File: src/rtl/mult_scheduler.sv
// Round-robin front end for one shared pipelined multiplier: picks one requester
// per cycle, registers its operands, and tags each issue so the product is returned with its owner's id.
module mult_scheduler #(
    parameter int BITSIZE = 16,
    parameter int NREQ    = 4,
    parameter int LATENCY = 2,
    localparam int IDW    = (NREQ > 1) ? $clog2(NREQ) : 1
) (
    input  logic                      clk,
    input  logic                      resetn,
    input  logic [NREQ-1:0]           req,
    input  logic [NREQ*BITSIZE-1:0]   in1,
    input  logic [NREQ*BITSIZE-1:0]   in2,
    output logic [NREQ-1:0]           grant,
    output logic [BITSIZE-1:0]        mul_in1,
    output logic [BITSIZE-1:0]        mul_in2,
    input  logic [BITSIZE-1:0]        mul_out,
    output logic [BITSIZE-1:0]        res_data,
    output logic                      res_valid,
    output logic [IDW-1:0]            res_id
);

    logic [BITSIZE-1:0] opA [NREQ];
    logic [BITSIZE-1:0] opB [NREQ];

    for (genvar g = 0; g < NREQ; g++) begin : g_unpack
        assign opA[g] = in1[g*BITSIZE +: BITSIZE];
        assign opB[g] = in2[g*BITSIZE +: BITSIZE];
    end

    logic [IDW-1:0]     ptr_q, ptr_d;
    logic [IDW-1:0]     sel_d;
    logic               found_d;
    logic [IDW:0]       cand;
    logic [IDW:0]       nxt;
    logic [NREQ-1:0]    grant_q, grant_d;
    logic [BITSIZE-1:0] mulIn1_q, mulIn2_q;
    logic [BITSIZE-1:0] resData_q;
    logic               resValid_q;
    logic [IDW-1:0]     resId_q;
    logic [LATENCY:0]   tagV_q;
    logic [IDW-1:0]     tagId_q [LATENCY+1];

    // Search starts at the pointer and wraps, so the first hit is the round-robin winner.
    always_comb begin
        found_d = 1'b0;
        sel_d   = '0;
        cand    = '0;
        for (int k = 0; k < NREQ; k++) begin
            cand = {1'b0, ptr_q} + (IDW+1)'(k);
            if (cand >= (IDW+1)'(NREQ))
                cand = cand - (IDW+1)'(NREQ);
            if (!found_d && req[cand[IDW-1:0]]) begin
                found_d = 1'b1;
                sel_d   = cand[IDW-1:0];
            end
        end
        nxt = {1'b0, sel_d} + (IDW+1)'(1);
        if (nxt == (IDW+1)'(NREQ))
            nxt = '0;
        ptr_d   = found_d ? nxt[IDW-1:0] : ptr_q;
        grant_d = found_d ? (NREQ'(1) << sel_d) : '0;
    end

    // Tag stage LATENCY lines up with the product appearing on mul_out.
    always_ff @(posedge clk) begin
        if (!resetn) begin
            ptr_q      <= '0;
            grant_q    <= '0;
            mulIn1_q   <= '0;
            mulIn2_q   <= '0;
            resData_q  <= '0;
            resValid_q <= 1'b0;
            resId_q    <= '0;
            tagV_q     <= '0;
            for (int s = 0; s <= LATENCY; s++)
                tagId_q[s] <= '0;
        end else begin
            ptr_q   <= ptr_d;
            grant_q <= grant_d;
            if (found_d) begin
                mulIn1_q <= opA[sel_d];
                mulIn2_q <= opB[sel_d];
            end
            tagV_q[0]  <= found_d;
            tagId_q[0] <= sel_d;
            for (int s = 1; s <= LATENCY; s++) begin
                tagV_q[s]  <= tagV_q[s-1];
                tagId_q[s] <= tagId_q[s-1];
            end
            resValid_q <= tagV_q[LATENCY];
            if (tagV_q[LATENCY]) begin
                resData_q <= mul_out;
                resId_q   <= tagId_q[LATENCY];
            end
        end
    end

    assign grant     = grant_q;
    assign mul_in1   = mulIn1_q;
    assign mul_in2   = mulIn2_q;
    assign res_data  = resData_q;
    assign res_valid = resValid_q;
    assign res_id    = resId_q;

endmodule

File: config.mk
export PLATFORM = sky130hd
export DESIGN_NAME = mult_scheduler
export DESIGN_NICKNAME = d
export VERILOG_FILES = /design/src/rtl/mult_scheduler.sv
export SDC_FILE = /design/constraint.sdc
export NUM_CORES = 1
export LEC_CHECK = 0
export ABC_CLOCK_PERIOD_IN_PS = 2500
export CORE_MARGIN = 5
export CORE_UTILIZATION = 36
export DETAILED_ROUTE_END_ITERATION = 16
export GPL_TIMING_DRIVEN = 1
export MAX_ROUTING_LAYER = met4
export PLACE_DENSITY = 0.87
export SYNTH_ARGS = -nofsm -noshare
export SYNTH_HDL_FRONTEND = slang
export SYNTH_SLANG_ARGS = --single-unit
File: constraint.sdc
create_clock -name clk -period 2.5 [get_ports clk]
set_clock_uncertainty 0.15 [all_clocks]
set_input_delay 0.375 -clock clk [delete_from_list [all_inputs] [get_ports clk]]
set_output_delay 0.375 -clock clk [all_outputs]
set_load 0.005 [all_outputs]
**Word level (Yosys, flattened, before mapping)**

Memories as Yosys holds them, arrays and structs flattened. A register that Yosys moved wholly into a read port is not among the register bits.
Index checks and enable logic that the tools add are counted.

- Bits in registers: 58
- Memories: 1
- Bits of input ports: 150
- Memory bits (writable): 6

- Add/sub/neg operators: 8
- Equal/unequal tests: 1
- Mux-type cells: 32
- Shifts and indexed selects: 1
- Reduce and logical (&&, ||, !) cells: 8
- Magnitude comparators: 9
- Bitwise gates (word level): 4

Memory list:

| memory | depth | bits a word | read ports | clocked after Yosys merged registers in | wr ports | line | source |
|---|---|---|---|---|---|---|---|
| tagId_q | 3 | 2 | 3 | 1 | 3 | 42 | `logic [IDW-1:0] tagId_q [LATENCY+1];` |

Operators with widths:

| operator | count |
|---|---|
| 16-bit binary-select mux with 2-bit select | 2 |
| 16-bit 2-to-1 mux | 4 |
| 2-bit 2-to-1 mux | 12 |
| 3-bit >= comparator, second input constant | 4 |
| 2-bit by 3-bit less-than comparator with 1-bit output, second input constant | 4 |
| 1-bit 2-to-1 mux | 10 |
| 1-bit binary-select mux with 2-bit select | 4 |
| 2-bit by 1-bit subtractor with 2-bit output, second input constant | 4 |
| 2-bit by 1-bit adder with 3-bit output, second input constant | 2 |
| 2-bit by 2-bit adder with 3-bit output, second input constant | 2 |
| 1-bit logical NOT | 4 |
| 1-bit by 2-bit left shift with 4-bit output, first input constant | 1 |
| 3-bit == test, second input constant | 1 |
| 2-bit by 3-bit >= comparator with 1-bit output, second input constant | 1 |
| 1-bit logical AND | 3 |
| 2-bit NOT with 3-bit output | 1 |
| 1-bit bitwise OR | 3 |
| 2-bit AND reduction | 1 |

**Depth between registers and ports, before layout**

Gate-level depths: netlist of the first run.

- Depth after elaboration: 18
- Gate-level depth with buffers: 9

**Worst setup path after synthesis of the first run**

OpenSTA, ideal clock, no wires.

- Path kind: input-to-reg
- From: in req[3]
- To: reg mulIn1_q[13] (netlist: mul_in1[13])
- Arrival: 1575 ps
- Stages: 8
- Slack: 634 ps
- Cells stage by stage: clkbuf_2 nand2b_1 a21oi_1 or3_1 buf_2 buf_6 mux2i_1 o221ai_1

- Cells in the longest elaborated chain, start to end: 16

Ends and longest elaborated chain:

| element | line | source |
|---|---|---|
| start, declared | 11 | `input logic [NREQ-1:0] req,` |
| 1-bit binary-select mux with 2-bit select | 53 | `if (!found_d && req[cand[IDW-1:0]]) begin` |
| 1-bit 2-to-1 mux (not written as such) | 53 |  |
| 1-bit 2-to-1 mux | 53 |  |
| 1-bit logical NOT | 53 |  |
| 1-bit logical AND | 53 |  |
| 1-bit 2-to-1 mux | 53 |  |
| 1-bit logical NOT | 53 |  |
| 1-bit logical AND | 53 |  |
| 1-bit 2-to-1 mux | 53 |  |
| 1-bit logical NOT | 53 |  |
| 1-bit logical AND | 53 |  |
| 2-bit 2-to-1 mux | 53 |  |
| 2-bit NOT with 3-bit output (not written as such) | 82 | `mulIn1_q <= opA[sel_d];` |
| 16-bit binary-select mux with 2-bit select | 82 |  |
| 16-bit 2-to-1 mux (not written as such) (2 in series) | 82 |  |
| end signal, assigned | 82 |  |
| end, declared | 37 | `logic [BITSIZE-1:0] mulIn1_q, mulIn2_q;` |

Several ways; a longest one is shown, not always the timed one. The select of a mux whose other input is x is not followed.
A chain may end at the register's enable or synchronous reset.

**Worst setup path after layout of the first run**

- From: in req[2]
- To: reg mulIn2_q[0] (netlist: mul_in2[0])

- Cells in the longest elaborated chain, start to end: 16

Ends and longest elaborated chain:

| element | line | source |
|---|---|---|
| 1-bit binary-select mux with 2-bit select | 53 |  |
| 1-bit 2-to-1 mux (not written as such) | 53 |  |
| 1-bit 2-to-1 mux | 53 |  |
| 1-bit logical NOT | 53 |  |
| 1-bit logical AND | 53 |  |
| 1-bit 2-to-1 mux | 53 |  |
| 1-bit logical NOT | 53 |  |
| 1-bit logical AND | 53 |  |
| 1-bit 2-to-1 mux | 53 |  |
| 1-bit logical NOT | 53 |  |
| 1-bit logical AND | 53 |  |
| 2-bit 2-to-1 mux | 53 |  |
| 2-bit NOT with 3-bit output (not written as such) | 83 | `mulIn2_q <= opB[sel_d];` |
| 16-bit binary-select mux with 2-bit select | 83 |  |
| 16-bit 2-to-1 mux (not written as such) (2 in series) | 83 |  |
| end signal, assigned | 83 |  |
| end, declared | 37 |  |

Several ways; a longest one is shown, not always the timed one. The select of a mux whose other input is x is not followed.

==> impl_metrics.py, run 1 <==
metrics = {
    "floorplan": {
        "die-area_mm2": 0.0105,
        "initial_core_util_pct": 37.2,
        "ios": 205,
        "dieWidth_um": 102,
        "die_h_um": 102,
        "rows": 33,
        "core_mm2": 0.00826,
    },
    "synthesis": {
        "synth_top_family_by_area": "compound AO/OA/AOI/OAI gates",
        "synth_mux_area_share_pct": 15.6,
        "syn_nets": 478,
        "synth_edf_count": 0,
        "synth_xor_area_share_pct": 0,
        "syn_inst": 328,
        "netlist_area_mm2": 0.00307,
        "synth_adder_area_share_pct": 0,
        "synth_compound_area_share_pct": 23.6,
        "ys_types": 29,
        "ys_ff_latch": 66,
        "yosysSeqAreaShare_pct": 43.0,
        "synth_ff_type": "dfxtp_1",
        "syn_area_per_cell_um2": 9.36,
        "synth-async-reset-ratio_pct": 0,
        "synth-simple-area-share_pct": 12.4,
        "yosysWarnings": 0,
    },
    "sta": {
        "tightest_slew_ns": 0.695,
        "period_needed_ns": 2.23,
        "fmax_mhz": 449,
        "setup_viol": 0,
        "finalCritPeriodShare_pct": 89.1,
        "drv_slew": 0,
        "hold_viol": 0,
        "max-slew-margin-rel_pct": 53.5,
        "fin_ws_ns": 0.271,
        "rsz0062_at_grt": "no",
    },
    "cts": {
        "cts_tree": "yes",
        "cts-root-buf": "clkbuf_8",
        "cts_hold_buf": 0,
        "worstSkewPairLatency_ns": 0.33,
        "cts.sink_count": 66,
        "clockBufferDepth": 2,
        "cts_max_level": 3,
        "cts_resized": 0,
        "numCtsBuffers": 9,
        "post_cts_buffers": 0,
        "clk_pin_slew_worst_paths_ns": 0.09,
    },
    "setup_path": {
        "max_stage_delay_ns": 0.47,
        "crit_path_cell_trace": "clkdlybuf4s50_1, nor2b_1, o21a_1, or3_2, buf_12, mux2i_1, o221ai_1",
        "r2r-end": "mul_in2[0]$_SDFFE_PN0P_",
        "timing.rr.start": "ptr_q[0]$_SDFFE_PN0P_",
        "crit_slowest_cell": "or3_2",
        "worstRegToRegCells": 6,
        "cp.buffers_inverters": 2,
        "r2r_setup_slack_ns": 0.34,
        "critical_path_class": "input pin to register",
        "crit_path_end_kind": "register",
        "path_max_fanout": 31,
        "start_kind": "input pin",
        "worst-path-stages": 7,
        "critical-path-top-delay-family": "buffers and inverters",
        "cp.required_ns": 2.55,
        "critPathArrivalTime_ns": 2.28,
    },
    "job": {
        "maxCapViolCount": 0,
    },
    "grt": {
        "grt_pass1_wl_mm": 17.2,
        "grt_max_degree": 32,
        "antenna_found_initial": 0,
        "grt_pass1_vias": 3599,
        "grt-ovfl-total": 0,
        "gr-max-usage-layer": "met2",
        "grt_use_met1_pct": 22.8,
        "gr-usage-met3_pct": 4.03,
        "track_usage_pct": 21.4,
        "grtUsageMet2_pct": 39.7,
    },
    "run_status": {
        "status": "finished, final reports clean",
    },
    "power_and_ir_drop": {
        "vdd_drop_max_uv": 350,
        "leakage_nw": 2.12,
        "p_per_area_mw_per_mm2": 557,
        "total_power_w": 0.00308,
    },
    "finish": {
        "final_cell_mix": "204 x clkdlybuf4s50_1, 66 x dfxtp_1, 48 x mux2i_1",
        "nFillCells": 658,
        "syn2layout_area_growth_pct": 79.9,
        "drive_gt1_share_pct": 8.97,
        "mostFrequentLayoutCell": "clkdlybuf4s50_1",
        "final_util_pct": 66.9,
        "final_net_count": 691,
        "antenna_cells": 0,
    },
    "detailed_routing": {
        "via_per_inst": 5.20,
        "drt_iter0_drc": 121,
        "routed_wl_mm": 11.2,
        "postRouteAntennaNets": 0,
        "firstDrtPassIters": 4,
        "drc_errors": 0,
        "vias": 3387,
        "wl_per_cell_um": 17.2,
    },
    "worst_hold_path": {
        "min_to": "tagId_q[1][0]$_SDFF_PN0_",
        "min_from": "tagId_q[0][0]$_SDFF_PN0_",
        "hold_class": "register to register",
        "hold_depth": 1,
    },
    "placed_design": {
        "pre_cts_ws_ns": -0.164,
        "gp_congestion": 0.928,
        "dp_hpwl_mm": 8.90,
        "portBuffers": 204,
    },
}
worst max path at each step:
stage	from	endpoint	slack, ns
final	req[2]	mul_in2[0]$_SDFFE_PN0P_	0.27
after CTS	req[2]	mul_in1[15]$_SDFFE_PN0P_	0.18
after floorplan	req[3]	mul_in1[13]$_SDFFE_PN0P_	0.63
after global routing	req[0]	mul_in2[0]$_SDFFE_PN0P_	0.21
after detailed placement	req[2]	mul_in1[15]$_SDFFE_PN0P_	-0.16
after global placement	req[0]	mul_in1[15]$_SDFFE_PN0P_	-0.09
cells in the mapped netlist, types with 7 or more instances:
cell,count,share of area (%)
clkbuf_1,10,1.2
dfxtp_1,66,43
a211oi_1,18,4.4
buf_2,12,2.0
nor2_1,29,3.5
o221ai_1,34,9.7
nand2_1,39,4.8
o31a_1,17,4.8
o21ai_0,7,1.1
o21ai_1,10,1.6
and2_1,7,1.4
mux2i_1,48,16
per-stage QoR:
| step | hold WS (ns) | instances | area [um2] | setup TNS [ns] |
|---|---|---|---|---|
| 2_1_floorplan | 0.262 | 328 | 3070 | 0 |
| 3_3_place_gp | 0.264 | 635 | 5330 | -0.229 |
| 3_5_place_dp | 0.269 | 635 | 5330 | -1.50 |
| 4_1_cts | 0.289 | 651 | 5520 | 0 |
| 5_1_grt | 0.311 | 651 | 5520 | 0 |
| 6_report | 0.282 | 651 | 5520 | 0 |
metal layers:
metal  wire length [um]  vias to the layer above
met5                  0                        -
met4                178                        0
met3                936                       17
met2               5990                      146
met1               4090                     1580
li1                   -                     1644
sequential cells by signal, summed over array words and instances, names as in the netlist:
signal	flops
grant	4
mul_in1	16
ptr_q	2
res_data	16
tagId_q	6
mul_in2	16
res_valid	1
tagV_q	3
res_id	2
worst reg2reg max path, cell delays in order, from the launching register on:
cell and delay (ns):
dfxtp_1 0.47, nor2b_1 0.10, o21a_1 0.26, or3_2 0.47, buf_12 0.20, mux2i_1 0.25
o221ai_1 0.14
where the power goes:
part	switching, W	internal (W)	total (W)	leakage [nW]
clock network	0.000468	0.000376	0.000844	0.0908
registers	0.0000625	0.00117	0.00123	0.545
logic	0.000393	0.000610	0.00100	1.49
logic make-up (layout without fill, tap and decap cells):
logic type             after synthesis  after routing
flip-flops                          66             66
multiplexers                        48             48
AO/OA/AOI/OAI                       94             94
buffers and inverters               33            251
AND/OR/NAND/NOR                     87             87
layout make-up:
cell class              count  area (um2)  share of cell area, %
multi-input cells         229        1610                   29.1
repair buffers            230        2260                   41.0
clock buffers               9         124                   2.24
flip-flops and latches     66        1320                   23.9
clock inverters             7        60.1                   1.09
well taps                 105         131                   2.38
inverters                   5        18.8                  0.340
No activity file was read; power rests on OpenSTA's default activity.
==> run 2, diff against run 1 <==
--- a/config.mk
+++ b/config.mk
@@ -6,6 +6,7 @@
 export NUM_CORES = 1
 export LEC_CHECK = 0
 export ABC_CLOCK_PERIOD_IN_PS = 2500
+export CORE_ASPECT_RATIO = 0.8
 export CORE_MARGIN = 5
 export CORE_UTILIZATION = 36
 export DETAILED_ROUTE_END_ITERATION = 16
==> run 2 against run 1 <==
Compared with the run above:
- setup slack improved by 0.087 ns
- total power increased by 4.5%
- cell count increased by 0.61%
- clock-buffer cell count increased by 1
- die area increased by 0.11%
- maximum frequency increased by 4.1%
- combinational power about the same
- highest routed layer unchanged
- wire length increased by 2.3%
- via count decreased by 0.59%
- core utilization decreased by 1.0 points
==> impl_metrics.py, run 2 (synthesized netlist as in run 1, its figures left out) <==
metrics = {
    "run_status": {
        "status": "finished, final reports clean",
    },
    "setup_path": {
        "crit_path_end_kind": "register",
        "max_stage_delay_ns": 0.57,
        "cp.required_ns": 2.55,
        "cp.buffers_inverters": 2,
        "crit_slowest_cell": "clkdlybuf4s50_1",
        "critical_path_class": "input pin to register",
        "r2r-end": "mul_in2[0]$_SDFFE_PN0P_",
        "crit_path_cell_trace": "clkdlybuf4s50_1, nor2b_1, o21a_1, or3_2, buf_12, mux2i_1, o221ai_1",
        "critical-path-top-delay-family": "buffers and inverters",
        "r2r_setup_slack_ns": 0.42,
        "timing.rr.start": "ptr_q[0]$_SDFFE_PN0P_",
        "critPathArrivalTime_ns": 2.20,
        "start_kind": "input pin",
        "worstSetupStartpoint": "req[1]",
        "path_max_fanout": 28,
        "worstRegToRegCells": 6,
    },
    "sta": {
        "tightest_slew_ns": 0.316,
        "max-slew-margin-rel_pct": 78.9,
        "period_needed_ns": 2.14,
        "fmax_mhz": 467,
        "hold_viol": 0,
        "finalSetupTns_ns": 0,
        "setup_viol": 0,
        "drv_slew": 0,
        "rsz0062_at_grt": "no",
        "finalCritPeriodShare_pct": 85.7,
    },
    "finish": {
        "antenna_cells": 0,
        "syn2layout_area_growth_pct": 80.4,
        "finalNonFillerCells": 655,
        "final_net_count": 688,
        "nFillCells": 716,
        "multi_input_comb_area_mm2": 0.00160,
        "seqCellArea_mm2": 0.00132,
        "mostFrequentLayoutCell": "clkdlybuf4s50_1",
        "final_cell_mix": "204 x clkdlybuf4s50_1, 66 x dfxtp_1, 48 x mux2i_1",
        "drive_gt1_share_pct": 8.29,
        "fin_area_mm2": 0.00554,
    },
    "grt": {
        "grt-ovfl-total": 0,
        "grt_pass1_wl_mm": 17.9,
        "antenna_found_initial": 0,
        "track_usage_pct": 21.8,
        "grt_max_degree": 29,
        "grt_pass1_vias": 3780,
    },
    "cts": {
        "cts_max_level": 3,
        "clockBufferDepth": 2,
        "cts_hold_buf": 0,
        "cts.sink_count": 66,
        "numCtsBuffers": 9,
        "cts_tree": "yes",
        "worstSkewPairLatency_ns": 0.32,
        "post_cts_buffers": 0,
        "clk_pin_slew_worst_paths_ns": 0.07,
        "cts_resized": 0,
        "cts-root-buf": "clkbuf_8",
    },
    "power_and_ir_drop": {
        "p_switching_w": 0.000873,
        "sw_frac_of_total_pct": 27.2,
        "p_int_w": 0.00234,
        "seqPwrFrac_pct": 38.2,
        "vdd_drop_max_uv": 255,
        "clockPowerShare_pct": 30.4,
        "leakage_nw": 2.13,
        "p_per_area_mw_per_mm2": 580,
        "share_comb_of_total_power_pct": 31.4,
    },
    "detailed_routing": {
        "drt_iter0_drc": 199,
        "topRoutingLayerUsed": "met4",
        "routed_wl_mm": 11.5,
        "postRouteAntennaNets": 0,
        "vias": 3367,
        "wl_met3_um": 786,
        "firstDrtPassIters": 4,
        "met2_wirelength_mm": 5.91,
        "wl_per_cell_um": 17.5,
        "met1_length_mm": 4.52,
        "drc_errors": 0,
        "via_per_inst": 5.14,
    },
    "floorplan": {
        "rows": 30,
        "die_h_um": 92.6,
        "die-area_mm2": 0.0105,
        "initial_core_util_pct": 36.5,
        "dieWidth_um": 113,
        "ios": 205,
        "core_mm2": 0.00841,
    },
    "job": {
        "maxCapViolCount": 0,
    },
    "placed_design": {
        "place_area_mm2": 0.00532,
        "gp_congestion": 0.848,
        "dp_hpwl_mm": 8.94,
        "dp.cells": 639,
        "portBuffers": 204,
    },
    "worst_hold_path": {
        "hold_depth": 1,
        "min_to": "tagId_q[1][1]$_SDFF_PN0_",
        "min_from": "tagId_q[0][1]$_SDFF_PN0_",
        "hold_class": "register to register",
    },
}
[run 2: cell count changes in the layout (fill, tap and decap cells not counted), sizes merged]
cell / delta
clkinv: +1
clkinvlp: -1
inv: -3
clkbuf: +1
bufinv: +2
buf: -3
[run 2: final cells by class]
class                           count  share of cell area (%)
Clock buffer                       10                    2.30
Clock inverter                      6                    1.65
Inverter                            5                   0.339
Multi-Input combinational cell    229                    28.9
Sequential cell                    66                    23.9
Tap cell                          112                    2.53
Timing Repair Buffer              227                    40.4
[run 2: how the worst max path moves through the flow]
stage,to,slack (ns),cells after the start
final,mul_in2[0]$_SDFFE_PN0P_,0.36,7
after global routing,mul_in2[4]$_SDFFE_PN0P_,0.24,8
after CTS,mul_in2[0]$_SDFFE_PN0P_,0.39,7
after detailed placement,mul_in1[5]$_SDFFE_PN0P_,0.03,7
after global placement,mul_in1[13]$_SDFFE_PN0P_,0.10,7
after floorplan,mul_in1[13]$_SDFFE_PN0P_,0.63,8
[run 2: through the flow]
stage	utilization [%]	hold WS [ns]	power, W	setup slack [ns]
6_report	65.9	0.281	0.00321	0.358
3_5_place_dp	63.3	0.269	0.00226	0.0299
3_3_place_gp	63.3	0.264	0.00223	0.101
2_1_floorplan	-	0.262	0.00168	0.634
4_1_cts	65.9	0.286	0.00325	0.389
5_1_grt	65.9	0.295	0.00337	0.239
[run 2: power by group through the flow]
stage | Combinational (W) | Clock (W) | Sequential [W]
2_1_floorplan | 0.000422 | 0 | 0.00125
3_3_place_gp | 0.000981 | 0 | 0.00124
3_5_place_dp | 0.00101 | 0 | 0.00125
4_1_cts | 0.00101 | 0.00101 | 0.00123
5_1_grt | 0.00108 | 0.00105 | 0.00124
6_report | 0.00101 | 0.000976 | 0.00123
[run 2: per-layer routing]
| layer | GRT usage, % | vias to the layer above |
|---|---|---|
| met4 | 8.51 | 0 |
| met1 | 22.9 | 1564 |
| li1 | - | 1639 |
| met2 | 38.9 | 138 |
| met5 | - | - |
| met3 | 6.34 | 26 |
